### src/rtl/sd_spi_pkg.sv
// sd_spi_pkg: shared constants and FSM state encodings for the SPI-mode SD command engine
package sd_spi_pkg;
  localparam int SD_CMD_W = 48;
  localparam int SD_START_BIT_POS = 7;
  localparam logic [7:0] SD_IDLE_BYTE = 8'hFF;
  localparam logic [2:0] ST_INIT = 3'd0;
  localparam logic [2:0] ST_IDLE = 3'd1;
  localparam logic [2:0] ST_SEND = 3'd2;
  localparam logic [2:0] ST_POLL = 3'd3;
  localparam logic [2:0] ST_READ = 3'd4;
  localparam logic [2:0] ST_GAP  = 3'd5;
  localparam logic [2:0] ST_DONE = 3'd6;
endpackage

### src/rtl/sd_spi_clkgen.sv
// sd_spi_clkgen: SCLK divider with one-cycle rise/fall strobes; sclk held low while disabled
module sd_spi_clkgen #(
  parameter int CLK_DIV = 32
) (
  input  logic clk,
  input  logic rst,
  input  logic en,
  output logic sclk,
  output logic rise,
  output logic fall
);
  localparam int W = $clog2(CLK_DIV);
  logic [W-1:0] cnt;
  logic tick;
  assign tick = en && (cnt == W'(CLK_DIV - 1));
  assign rise = tick && !sclk;
  assign fall = tick && sclk;
  always_ff @(posedge clk) begin
    if (rst || !en) begin
      cnt  <= '0;
      sclk <= 1'b0;
    end else begin
      cnt <= tick ? '0 : cnt + 1'b1;
      if (tick) sclk <= ~sclk;
    end
  end
endmodule

### src/rtl/sd_spi_cmd_engine.sv
// sd_spi_cmd_engine: SPI-mode SD command engine (init clocks, 48-bit command, R1 poll, response read)
module sd_spi_cmd_engine
  import sd_spi_pkg::*;
#(
  parameter int CLK_DIV        = 32,
  parameter int INIT_CLOCKS    = 80,
  parameter int NCR_MAX        = 8,
  parameter int RESP_MAX_BYTES = 5,
  parameter int GAP_CLOCKS     = 8
) (
  input  logic                        clk,
  input  logic                        rst,
  input  logic                        cmd_valid,
  output logic                        cmd_ready,
  input  logic [SD_CMD_W-1:0]         cmd,
  input  logic [2:0]                  resp_len,
  output logic                        resp_valid,
  output logic [8*RESP_MAX_BYTES-1:0] resp,
  output logic                        timeout,
  output logic                        init_done,
  output logic                        cs_n,
  output logic                        sclk,
  output logic                        mosi,
  input  logic                        miso
);
  localparam int RW  = 8 * RESP_MAX_BYTES;
  localparam int ICW = $clog2(INIT_CLOCKS + 1);
  localparam int BCW = $clog2((NCR_MAX > RESP_MAX_BYTES ? NCR_MAX : RESP_MAX_BYTES) + 1);
  logic [2:0]          state;
  logic [ICW-1:0]      init_cnt;
  logic [5:0]          bit_cnt;
  logic [BCW-1:0]      byte_cnt;
  logic [2:0]          len;
  logic [SD_CMD_W-1:0] cmd_sr;
  logic [7:0]          sr;
  logic                en, rise, fall;
  assign en         = (state != ST_IDLE) && (state != ST_DONE);
  assign cmd_ready  = (state == ST_IDLE);
  assign resp_valid = (state == ST_DONE);
  sd_spi_clkgen #(.CLK_DIV(CLK_DIV)) u_clkgen (
    .clk  (clk),
    .rst  (rst),
    .en   (en),
    .sclk (sclk),
    .rise (rise),
    .fall (fall)
  );
  // Every transition happens on a falling strobe so sclk is already low when the divider is disabled
  always_ff @(posedge clk) begin
    if (rst) begin
      state     <= ST_INIT;
      cs_n      <= 1'b1;
      mosi      <= 1'b1;
      resp      <= '0;
      timeout   <= 1'b0;
      init_done <= 1'b0;
      init_cnt  <= '0;
      bit_cnt   <= '0;
      byte_cnt  <= '0;
      len       <= 3'd1;
      cmd_sr    <= '0;
      sr        <= '0;
    end else begin
      if (rise) sr <= {sr[6:0], miso};
      case (state)
        ST_INIT: if (fall) begin
          init_cnt <= init_cnt + 1'b1;
          if (init_cnt == ICW'(INIT_CLOCKS - 1)) begin
            init_done <= 1'b1;
            state     <= ST_IDLE;
          end
        end
        ST_IDLE: if (cmd_valid) begin
          cmd_sr  <= cmd;
          mosi    <= cmd[SD_CMD_W-1];
          cs_n    <= 1'b0;
          resp    <= '0;
          timeout <= 1'b0;
          bit_cnt <= '0;
          len     <= resp_len == 3'd0 ? 3'd1 :
                     resp_len > 3'(RESP_MAX_BYTES) ? 3'(RESP_MAX_BYTES) : resp_len;
          state   <= ST_SEND;
        end
        ST_SEND: if (fall) begin
          bit_cnt <= bit_cnt + 1'b1;
          cmd_sr  <= cmd_sr << 1;
          mosi    <= cmd_sr[SD_CMD_W-2];
          if (bit_cnt == 6'(SD_CMD_W - 1)) begin
            bit_cnt  <= '0;
            byte_cnt <= '0;
            mosi     <= 1'b1;
            state    <= ST_POLL;
          end
        end
        ST_POLL: if (fall) begin
          bit_cnt <= bit_cnt == 6'd7 ? 6'd0 : bit_cnt + 1'b1;
          if (bit_cnt == 6'd7) begin
            if (!sr[SD_START_BIT_POS]) begin
              resp     <= RW'(sr);
              byte_cnt <= BCW'(1);
              state    <= len == 3'd1 ? ST_GAP : ST_READ;
            end else if (byte_cnt == BCW'(NCR_MAX - 1)) begin
              timeout <= 1'b1;
              resp    <= RW'(SD_IDLE_BYTE);
              state   <= ST_GAP;
            end else begin
              byte_cnt <= byte_cnt + 1'b1;
            end
          end
        end
        ST_READ: if (fall) begin
          bit_cnt <= bit_cnt == 6'd7 ? 6'd0 : bit_cnt + 1'b1;
          if (bit_cnt == 6'd7) begin
            resp     <= (resp << 8) | RW'(sr);
            byte_cnt <= byte_cnt + 1'b1;
            if (BCW'(byte_cnt + 1'b1) == BCW'(len)) state <= ST_GAP;
          end
        end
        ST_GAP: if (fall) begin
          bit_cnt <= bit_cnt + 1'b1;
          if (bit_cnt == 6'(GAP_CLOCKS - 1)) begin
            bit_cnt <= '0;
            cs_n    <= 1'b1;
            state   <= ST_DONE;
          end
        end
        default: state <= ST_IDLE;
      endcase
    end
  end
endmodule

### config.mk
export PLATFORM = sky130hd
export DESIGN_NAME = sd_spi_cmd_engine
export DESIGN_NICKNAME = d
export VERILOG_FILES = /design/src/rtl/sd_spi_pkg.sv /design/src/rtl/sd_spi_clkgen.sv /design/src/rtl/sd_spi_cmd_engine.sv
export SDC_FILE = /design/constraint.sdc
export NUM_CORES = 1
export LEC_CHECK = 0
export CAP_MARGIN = 25
export CORE_ASPECT_RATIO = 1.1
export CORE_MARGIN = 4
export CORE_UTILIZATION = 57
export DETAILED_ROUTE_END_ITERATION = 6
export HOLD_SLACK_MARGIN = 0.15
export PLACE_DENSITY_LB_ADDON = 0.15
export SYNTH_ARGS = -nofsm -noshare
export SYNTH_HDL_FRONTEND = slang
export SYNTH_SLANG_ARGS = --single-unit
### constraint.sdc
create_clock -name clk -period 4.5 [get_ports clk]
set_input_delay 0.675 -clock clk [delete_from_list [all_inputs] [get_ports clk]]
set_output_delay 0.675 -clock clk [all_outputs]
set_load 0.01 [all_outputs]
Yosys cells after proc, flatten, opt, wreduce, memory -nomap -nowiden
Cells that the tools add are included.
{"block": "totals", "register_bits": 128, "latch_bits": 0, "mem_bits_rw": 0, "rom_bits": 0, "inputBits": 55, "out_inout_bits": 47, "wordCells": 137, "n_memories": 0}
{"block": "op_classes", "add_sub_neg": 4, "mul": 0, "n_div": 0, "magnitude_cmp": 1, "n_eq_ne": 32, "shift": 0, "muxes": 57, "n_bitwise": 2, "reduce_logical": 27}
{"op": "40-bit two-way mux", "count": 7}
{"op": "40-bit case mux with 3 select lines", "count": 1}
{"op": "47-bit two-way mux", "count": 2}
{"op": "47-bit case mux with 2 select lines", "count": 1}
{"op": "3-bit two-way mux", "count": 16}
{"op": "40-bit by 8-bit bitwise OR with 40-bit output", "count": 1}
{"op": "4-bit two-way mux", "count": 8}
{"op": "6-bit two-way mux", "count": 5}
{"op": "2-bit inequality test (second input constant)", "count": 14}
{"op": "3-bit case mux with 6 select lines", "count": 1}
{"op": "6-bit case mux with 3 select lines", "count": 1}
{"op": "13-bit AND reduction", "count": 1}
{"op": "4-bit case mux with 3 select lines", "count": 1}
{"op": "1-bit two-way mux", "count": 11}
{"op": "3-bit == test (second input constant)", "count": 3}
{"op": "3-bit inequality test (second input constant)", "count": 3}
{"op": "3-bit nonzero test", "count": 3}
{"op": "4-bit AND reduction", "count": 2}
{"op": "8-bit AND reduction", "count": 1}
{"op": "7-bit by 1-bit adder with 7-bit output (second input constant)", "count": 1}
{"op": "7-bit == test (second input constant)", "count": 1}
{"op": "7-bit AND reduction", "count": 1}
{"op": "6-bit by 1-bit adder with 6-bit output (second input constant)", "count": 1}
{"op": "3-bit by 1-bit == test with 1-bit output (second input constant)", "count": 2}
{"op": "23 further kinds", "count": 35}

Logic depth before layout (Yosys ltp)
{"block": "depth", "ltp_word": 6, "ltp_mapped": 10, "depth_no_buf": 8}

Modules after synthesis
From an unflattened synthesis, not the netlist that was laid out.
{"block": "hier_totals", "hier_cells": 642, "area_unflattened_um2": 5631.7}
{"module": "sd_spi_cmd_engine", "n_inst": 1, "cells_each": 617, "area_each_um2": 5368.9, "seq_area_each_um2": 2442.3}
{"module": "sd_spi_clkgen", "n_inst": 1, "cells_each": 25, "area_each_um2": 262.8, "seq_area_each_um2": 120.1}

Worst setup path before layout
No wires, ideal clock.
{"block": "synth_path", "path_kind": "register to register", "from": "register u_clkgen.cnt[0]", "to": "register resp[10]", "setup_ps": 122, "t_arrival_ps": 2136, "required_ps": 4378, "slack_ps": 2242, "stages_incl_launch_ff": 11, "path_buffers": 3, "synth_period_minus_slack_ps": 2258, "cell_sequence": "dfxtp_1 -> ha_1 -> and3_1 -> ha_1 -> clkbuf_1 -> nand4_1 -> o31ai_2 -> and2_1 -> buf_2 -> buf_2 -> o22ai_1"}
{"block": "synth_between", "elab_chain_cells": 5, "word_cells_on_any_way": 6, "cone_classes": "eq/ne (3); reduce/logical (3)"}
{"item": "from (decl)", "line_no": "sd_spi_clkgen.sv:13", "source": "logic [W-1:0] cnt;"}
{"item": "from (signal assigned)", "line_no": "sd_spi_clkgen.sv:23", "source": "cnt <= tick ? '0 : cnt + 1'b1;"}
{"item": "5-bit == test (*)", "line_no": "sd_spi_clkgen.sv:15", "source": "assign tick = en && (cnt == W'(CLK_DIV - 1));"}
{"item": "1-bit logical AND (*)", "line_no": "sd_spi_clkgen.sv:15"}
{"item": "1-bit logical AND (*)", "line_no": "sd_spi_clkgen.sv:17", "source": "assign fall = tick && sclk;"}
{"item": "2-bit inequality test (no line)"}
{"item": "7-bit AND reduction (no line) (*)"}
{"item": "to (signal assigned)", "line_no": "sd_spi_cmd_engine.sv:99", "source": "resp <= RW'(sr);"}
{"item": "to (signal assigned)", "line_no": "sd_spi_cmd_engine.sv:104", "source": "resp <= RW'(SD_IDLE_BYTE);"}
{"item": "to (signal assigned)", "line_no": "sd_spi_cmd_engine.sv:114", "source": "resp <= (resp << 8) | RW'(sr);"}
{"item": "to (decl)", "line_no": "sd_spi_cmd_engine.sv:18", "source": "output logic [8*RESP_MAX_BYTES-1:0] resp,"}
Every way passes the cells marked *; elsewhere a longest branch is shown, timed or not.
A chain may end at the register's enable or synchronous reset.

Worst setup path in the final report
{"block": "layout_path", "from": "register state[0]", "to": "output port cmd_ready"}
{"block": "layout_between", "elab_chain_cells": 1}
{"item": "from (decl)", "line_no": "sd_spi_cmd_engine.sv:29", "source": "logic [2:0] state;"}
{"item": "from (signal assigned)", "line_no": "sd_spi_cmd_engine.sv:101", "source": "state <= len == 3'd1 ? ST_GAP : ST_READ;"}
{"item": "3-bit by 1-bit == test with 1-bit output", "line_no": "sd_spi_cmd_engine.sv:38", "source": "assign cmd_ready = (state == ST_IDLE);"}
{"item": "to (decl)", "line_no": "sd_spi_cmd_engine.sv:14", "source": "output logic cmd_ready,"}
Every way passes these cells.

==> metrics.txt <==
Post-Layout Cell Count=813; CTS tree=done; yosys warns=0; TritonCTS Buffers=17; cells after synthesis=609; CP Capture Type=primary output; Synth Flop Type=dfxtp_1; Pre-Repair DR Iteration Count=5; top cell type's share of synthesized area=0.452; synthesized area=0.00567 mm2; largest net degree at the start of global routing=97; CTS Hold Bufs=0; Synth cell types=50; Worst path max stage delay=0.69 ns; Slowest-stage cell, CP=dfxtp_1; initial core utilization=0.594; #FFs+latches synth=128; first-pass GRT wire length=21500 um; vias in the first global route=4580; Detail Placement HPWL=8570 um; R2R cell count=7; I/O pin count=102; Seq/Total Area, Yosys=0.452; Root Buffer=clkbuf_8; max frequency=337 MHz; Syn-to-layout area delta=28.9%; pwr dens=363 mW/mm2; leak pwr=2.44 nW; row count=37; final setup vio count=0; slew margin rel.=0.439; Resize count post-CTS=0; htree depth=4; DRT antenna net count=0; RePlAce Congestion=0.779; Hold Crit Start=u_clkgen.cnt[0]; crit start category=flop; initial drt markers=302; cell taking the most area after synthesis=dfxtp_1; Worst VDD drop=0.249 mV; antenna violations before repair=0; Area contributors post-synth=dfxtp_1, mux2i_1, a211oi_1; Async SR Flop Fraction=0; share of cells above drive strength 1=0.0661; vias=4781; # diodes=0; Crit Path Category=reg -> out; minimum clock period=2.97 ns; RR Startpoint=state[2]; Worst Tran Pin Value=0.833 ns; final hold vios=0; worst hold margin=0.467 ns; crit path max fanout=15; Cell Chain, Critical Path=or3b_1 > inv_1 > clkdlybuf4s50_1; cell count after placement=781; CP required=3.83 ns; Die H=113 um; Mapped Nets=669; DRC=0; post-DR vias/cell=5.88; Die Area=0.0116 mm2; area of the multi-input gates=0.00288 mm2; routed length per instance=15.9 um; Clk Latency, worst-skew pair=0.52 ns; hold path depth=1; Post-CTS Setup Bufs=0; WP data arrival=2.29 ns; Max clock buf depth=2; NumNets Final=743; clock-pin slew on the worst setup and hold paths=0.06 ns; Pins Over Slew Limit=0; fillers=698; register-to-register setup slack=1.64 ns; worst hold-check path type=reg -> reg; Post-Syn Area per Cell=9.30 um2; gr usage total=0.228; total grt overflow=0; CORE AREA=0.00954 mm2; register area=0.00256 mm2; clock skew=0.00609 ns; unrepaired setup endpoints after global routing=no; outcome=finished, final reports clean; RR Endpoint=resp[15]; die width=103 um; Post-synth EDFFs=0; clk sinks=128; Final TNS setup=0 ns; Buffers on Ports=101; Detailed Route WL=12900 um; crit share post-route=0.660; Max-Cap Viols=0; Hold Path Sink=u_clkgen.cnt[0]
==> worst max-delay path: cells and delay by family (launching register included) <==
family                 cells  cell delay (ns)
buffers and inverters      2             0.62
and+or+nand+nor            1             0.47
DFF                        1             0.69
==> routing by layer <==
layer / part of all wire / global-route usage
met5: 0 / 0
met1: 0.44 / 0.287
met3: 0.057 / 0.0572
met2: 0.50 / 0.384
met4: 0.0094 / 0.0656
==> Yosys cell counts (all sizes together), types with 2 or more instances <==
| master | number |
|---|---|
| xnor2 | 11 |
| o31ai | 2 |
| o21ai | 20 |
| a21oi | 23 |
| o32ai | 25 |
| nor4 | 3 |
| nor2b | 5 |
| nand3b | 11 |
| nand2b | 36 |
| and2 | 3 |
| nand3 | 9 |
| dfxtp | 128 |
| nand4b | 4 |
| xor2 | 8 |
| o22ai | 7 |
| and3 | 3 |
| a311oi | 7 |
| a211o | 2 |
| nor3b | 7 |
| a211oi | 48 |
| nor2 | 86 |
| inv | 5 |
| nor3 | 4 |
| clkbuf | 33 |
| nand4 | 4 |
| or3 | 4 |
| ha | 5 |
| buf | 19 |
| nand2 | 16 |
| mux2i | 58 |
==> cell type report <==
type / count / area share
Inverter: 5 / 0.00257
Multi-Input combinational cell: 424 / 0.395
Tap cell: 117 / 0.0200
Sequential cell: 128 / 0.351
Clock buffer: 19 / 0.0591
Clock inverter: 13 / 0.0255
Timing Repair Buffer: 107 / 0.147
==> power breakdown <==
group	switching, W	internal, W
Sequential	0.00000203	0.00114
Clock	0.000499	0.000915
Combinational	0.0000354	0.0000603
Total	0.000537	0.00211
==> sequential cells by signal, summed over array words and instances (netlist names) <==
| name | flops |
|---|---|
| bit_cnt | 6 |
| byte_cnt | 4 |
| cmd_sr | 47 |
| cs_n | 1 |
| init_cnt | 7 |
| init_done | 1 |
| len | 3 |
| mosi | 1 |
| resp | 40 |
| sr | 8 |
| state | 3 |
| timeout | 1 |
| u_clkgen.cnt | 5 |
| u_clkgen.sclk | 1 |
==> cell usage in the layout (no fill, tap or decap), types with 3 or more instances in the layout <==
master,count
a211oi_1,48
o21ai_0,19
clkinvlp_4,4
inv_1,5
clkdlybuf4s50_1,100
buf_4,6
nand3b_1,11
nor2b_1,5
nand4_1,4
mux2i_1,58
nor2_1,86
o32ai_1,25
xor2_1,8
nor3_1,4
or3_1,4
bufinv_16,4
nor3b_1,5
clkbuf_16,16
xnor2_1,11
nand4b_1,3
nand2b_1,36
nand3_1,9
and3_1,3
nand2_1,16
a21oi_1,22
dfxtp_1,128
ha_1,5
and2_1,3
o22ai_1,7
a311oi_1,7
nor4_1,3
==> cells by family (layout without fill, tap and decap cells) <==
kind of cell / count (synthesis) / after routing / share of synthesized area
XOR/XNOR: 19 / 19 / 0.0294
flip-flops: 128 / 128 / 0.452
AO/OA/AOI/OAI: 142 / 142 / 0.178
buffers and inverters: 57 / 144 / 0.0422
adder cells (fa/ha/maj): 5 / 5 / 0.0110
AND/OR/NAND/NOR: 200 / 200 / 0.185
multiplexers: 58 / 58 / 0.102
==> worst max-delay path by stage <==
| stage | end | cells past startpoint | start |
|---|---|---|---|
| after detailed placement | resp[13] | 7 | cmd_valid |
| after floorplan | resp[10] | 10 | u_clkgen.cnt[0] |
| after global routing | cmd_ready | 3 | state[0] |
| final | cmd_ready | 3 | state[0] |
| after CTS | cmd_ready | 3 | state[0] |
| after global placement | resp[14] | 7 | cmd_valid |
==> stage by stage <==
stage / utilization / total power [W] / setup slack, ns / instance area, um2
3_5_place_dp: 0.701 / 0.00126 / 1.55 / 6680
6_report: 0.766 / 0.00265 / 1.53 / 7300
3_3_place_gp: 0.698 / 0.00125 / 1.59 / 6660
5_1_grt: 0.766 / 0.00273 / 1.47 / 7300
4_1_cts: 0.766 / 0.00267 / 1.54 / 7300
2_1_floorplan: - / 0.00120 / 2.24 / 5670
(Power assumes the default switching activity.)
==> RTL change 1 (same flow settings) <==
One comparison of `bit_cnt` changes from == to >=.
--- a/src/rtl/sd_spi_cmd_engine.sv
+++ b/src/rtl/sd_spi_cmd_engine.sv
@@ -110,7 +110,7 @@
         end
         ST_READ: if (fall) begin
           bit_cnt <= bit_cnt == 6'd7 ? 6'd0 : bit_cnt + 1'b1;
-          if (bit_cnt == 6'd7) begin
+          if (bit_cnt >= 6'd7) begin
             resp     <= (resp << 8) | RW'(sr);
             byte_cnt <= byte_cnt + 1'b1;
             if (BCW'(byte_cnt + 1'b1) == BCW'(len)) state <= ST_GAP;
Formal check against the unedited RTL: no difference found for any inputs over 10 cycles, from zero or initial values and one cycle with rst high; that may be too few to reach the edited logic, so the function may still have changed.
==> RTL change 1 against the original RTL <==
- synthesized area up 4.2%
- setup slack worse by 0.15 ns
- combinational power down 4.0%
- sequential share of layout area down 0.79 points
- routed wire length up 8.5%
- first-iteration DRC count up 18%
- maximum frequency down 4.7%
- clock skew up 0.0025 ns
- design area up 2.3%
- count of clock-buffer cells in the layout up 3
- sequential cell count unchanged
- power up 0.25%
- largest cell class unchanged
==> RTL change 1: results (changes against the original RTL) <==
[worst_setup_path]
critPathMaxFanout=20  ; was 15
arrival_ns=2.44  ; was 2.29 ns
critical-path-top-delay-family=flip-flops  ; unchanged
critPathMaxStageDelay_ns=0.72  ; was 0.69 ns
path_buf_inv=1  ; was 2

[placement]
portBuffers=101  ; unchanged
hpwlAfterDp_mm=9.08  ; was 8.57 mm
placed_area_um2=6850  ; was 6680 um2
place_ws_ns=1.68  ; was 1.55 ns
routabilityCongestion=0.867  ; was 0.779

[yosys]
synth_area_leaders=dfxtp_1 (43%), mux2i_1 (9.8%), a211oi_1 (6.0%)  ; was dfxtp_1 (45%), mux2i_1 (10%), a211oi_1 (6.4%)
synth_cell_type_count=57  ; was 50
synthTopCellsByCount=dfxtp_1 (128), nor2_1 (79), a21oi_1 (60)  ; was dfxtp_1 (128), nor2_1 (86), mux2i_1 (58)
synth_seq_area_share_pct=43.4  ; was 45.2%
syn_nets=713  ; was 669

[finish]
nets=784  ; was 743
drive_above_1_share_pct=8.83  ; was 6.61%
reg.largest.list=cmd_sr x47, resp x40, sr x8  ; unchanged
nFillCells=743  ; was 698

[timing]
fin_skew_ns=0.00858  ; was 0.00609 ns
finalSetupViolCount=0  ; unchanged
slew_headroom_pct=44.8  ; was 43.9%

[power]
internal-power_w=0.00213  ; was 0.00211 W
p_per_area_nw_per_um2=355  ; was 363 nW/um2
pwr-share-seq_pct=42.9  ; was 43.0%
powerComb_w=0.0000919  ; was 0.0000957 W
ir_drop_mv=0.268  ; was 0.249 mV
power_leakage_nw=2.48  ; was 2.44 nW

[outcome]
outcome=finished, final reports clean  ; unchanged

[global_routing]
grt_pass1_vias=4683  ; was 4580
grt_use_total_pct=23.5  ; was 22.8%
grt_pass1_wl_mm=23.0  ; was 21.5 mm
grt_max_degree=95  ; was 97

[routing]
drt-initial-drc-count=357  ; was 302
vias=5079  ; was 4781
wl_per_cell_um=16.4  ; was 15.9 um

[cts]
cts_setup_buffers=0  ; unchanged

RTL change 1: metrics by stage:
step	std cells	utilization, %	hold slack, ns
finish	856	74.8	0.446
floorplan	652	-	0.418
CTS	856	74.8	0.447
detailed placement	824	68.6	0.435
global route	856	74.8	0.467
global placement	824	68.6	0.428
RTL change 1: path summary, 6_finish.rpt:
check	cells past startpoint	to	slack [ns]	from
max reg2reg	9	cmd_sr[41]	1.65	u_clkgen.cnt[0]
min reg2reg	1	u_clkgen.cnt[0]	0.45	u_clkgen.cnt[0]
max	2	cmd_ready	1.39	state[0]
min	1	u_clkgen.cnt[0]	0.45	u_clkgen.cnt[0]
RTL change 1: cells by family (layout without fill, tap and decap cells):
| group | count (synthesis) | count (layout) | synth area share (%) |
|---|---|---|---|
| AOI/OAI and AO/OA | 184 | 184 | 20.4 |
| muxes | 59 | 59 | 10.0 |
| xor gates and xnor gates | 19 | 19 | 2.82 |
| DFF | 128 | 128 | 43.4 |
| adders and majority gates | 6 | 6 | 1.27 |
| and+or+nand+nor | 196 | 196 | 17.0 |
| buffers and inverters | 60 | 144 | 5.07 |
RTL change 1: area by class of cell:
| class | instances | area, um2 | area share [%] |
|---|---|---|---|
| clock buffer | 22 | 463 | 6.20 |
| clock inverter | 10 | 158 | 2.11 |
| inverter | 4 | 15.0 | 0.201 |
| multi-input combinational | 464 | 3060 | 41.0 |
| sequential | 128 | 2560 | 34.3 |
| tap | 120 | 150 | 2.01 |
| timing repair buffer | 108 | 1060 | 14.2 |
RTL change 1: per-layer routing:
metal	vias to the layer above	global-route usage [%]	share of wire (%)
met2	148	37.4	49
met1	2379	29.9	43
met3	20	6.82	6.5
met4	0	10.2	1.8
met5	-	0	0
li1	2532	-	-
==> RTL change 2 (config.mk and constraints unchanged) <==
Without the edit above. The parameter `NCR_MAX` goes from 8 to 4.
--- a/src/rtl/sd_spi_cmd_engine.sv
+++ b/src/rtl/sd_spi_cmd_engine.sv
@@ -4,7 +4,7 @@
 #(
   parameter int CLK_DIV        = 32,
   parameter int INIT_CLOCKS    = 80,
-  parameter int NCR_MAX        = 8,
+  parameter int NCR_MAX        = 4,
   parameter int RESP_MAX_BYTES = 5,
   parameter int GAP_CLOCKS     = 8
 ) (
Function: same outputs for any inputs over 10 cycles, from zero or initial values and one cycle with rst high; that may be too few to reach the edited logic, so the function may still have changed.
==> RTL change 2 against the original RTL <==
- design area decreased by 3.6%
- routed wire length decreased by 2.5%
- non-clock buffer count did not move
- synthesized area fell by 5.7%
- maximum frequency is 3.1% lower
- setup slack got worse by 0.096 ns
- largest cell class unchanged
- register-to-register slack worse by 0.20 ns
- sequential cell count is 1 lower
Power is not compared: it rests on default switching activity, and its combinational part moved more than twofold at a synthesized area within 25%.
==> RTL change 2: results (changes against the original RTL) <==
[cts]
root_buffer=clkbuf_8  ; unchanged
numCtsBuffers=17  ; unchanged
ctsLongestPathBuffers=2  ; unchanged
cts_setup_buffers=0  ; unchanged
htree_levels=4  ; unchanged
clkTransAtPathRegs_ns=0.06  ; about the same

[timing]
fin_skew_ns=0.00899  ; was 0.00609 ns
slew_headroom_pct=32.4  ; was 43.9%

[global_routing]
grt_pass1_wl_mm=20.7  ; was 21.5 mm
grt_use_total_pct=23.0  ; was 22.8%
grt_max_degree=66  ; was 97
antenna_found_initial=0  ; unchanged
grt_pass1_vias=4442  ; was 4580

[finish]
diodes=0  ; unchanged
reg.largest.list=cmd_sr x47, resp x40, sr x8  ; unchanged
nets=770  ; was 743
drive_above_1_share_pct=6.65  ; was 6.61%

[yosys]
synth_cell_type_count=52  ; was 50
ys_warn_count=0  ; unchanged
synthFlopType=dfxtp_1  ; unchanged
syn_nets=694  ; was 669
synth_area_leaders=dfxtp_1 (48%), nor2_1 (8.3%), nand2_1 (7.9%)  ; was dfxtp_1 (45%), mux2i_1 (10%), a211oi_1 (6.4%)
synthTopCellsByCount=dfxtp_1 (127), nor2_1 (118), nand2_1 (112)  ; was dfxtp_1 (128), nor2_1 (86), mux2i_1 (58)
synth_seq_area_share_pct=47.6  ; was 45.2%

[worst_setup_path]
arrival_ns=3.47  ; was 2.29 ns
critPathMaxFanout=39  ; was 15
rr_startpoint=u_clkgen.cnt[0]  ; was state[2]
critical_path.startpoint=u_clkgen.cnt[0]  ; was state[0]

[routing]
wl_mm=12.6  ; was 12.9 mm
dr.pass1.iters=6  ; was 5
wl_met1_mm=5.46  ; was 5.66 mm
drt-initial-drc-count=312  ; was 302
vias=4800  ; was 4781
dr_wl_met3_um=770  ; was 729 um
wl_met2_mm=6.21  ; was 6.39 mm

[power]
ir_drop_mv=0.310

[placement]
place_ws_ns=1.46  ; was 1.55 ns
placed_area_um2=6380  ; was 6680 um2
routabilityCongestion=0.866  ; was 0.779
hpwlAfterDp_mm=8.06  ; was 8.57 mm

[outcome]
outcome=finished, final reports clean  ; unchanged

[min_path]
hp-start=u_clkgen.cnt[0]  ; unchanged
min_path_type=flip-flop to flip-flop  ; unchanged

[flow_run]
maxCapViolCount=0  ; unchanged

## RTL change 2: logic make-up (layout without fill, tap and decap cells)
logic type,Yosys count,in the layout,synth area share [%]
flops,127,127,47.6
simple gates,294,294,24.2
xor+xnor,17,17,2.79
compound gates,127,127,18.1
fa+ha+maj,6,6,1.41
mux,10,10,1.87
buf+inv,52,141,4.10
## RTL change 2: per-stage QoR
| step | instances | util, % |
|---|---|---|
| 2_1_floorplan | 633 | - |
| 3_3_place_gp | 802 | 70.3 |
| 3_5_place_dp | 804 | 70.9 |
| 4_1_cts | 836 | 78.1 |
| 5_1_grt | 836 | 78.1 |
| 6_report | 836 | 78.1 |
## RTL change 2: layer usage
layer  track usage [%]  up-vias
met5                 0        -
met4              6.26        0
met3              5.77       14
met2              38.4      145
met1              29.7     2262
li1                  -     2379
## RTL change 2: worst paths after layout
check | to | slack [ns] | cells past startpoint
worst max-delay path | cmd_sr[16] | 1.44 | 9
worst min-delay path | u_clkgen.cnt[0] | 0.46 | 1
worst max register to register | cmd_sr[16] | 1.44 | 9
worst min register to register | u_clkgen.cnt[0] | 0.46 | 1
## RTL change 2: critical path, stage by stage (launching register included)
cell and delay [ns]:
dfxtp_1 0.36, ha_1 0.20, and3_1 0.17, ha_1 0.26, and2_1 0.32, nand2_1 0.14
a21oi_4 0.73, buf_4 0.44, nor2_1 0.09, a311oi_1 0.25
## RTL change 2: layout make-up
class	count	area (um2)
repair buffers	107	1090
fillers	623	1970
clock inverters	12	206
well taps	114	143
inverters	2	7.51
multi-input cells	454	2600
clock buffers	20	445
flip-flops and latches	127	2540
## RTL change 2: power by group
| group | switching, W | internal (W) | total (W) |
|---|---|---|---|
| clock network | 0.000498 | 0.000989 | 0.00149 |
| registers | 0.0000962 | 0.00125 | 0.00134 |
| logic | 0.000446 | 0.000292 | 0.000739 |
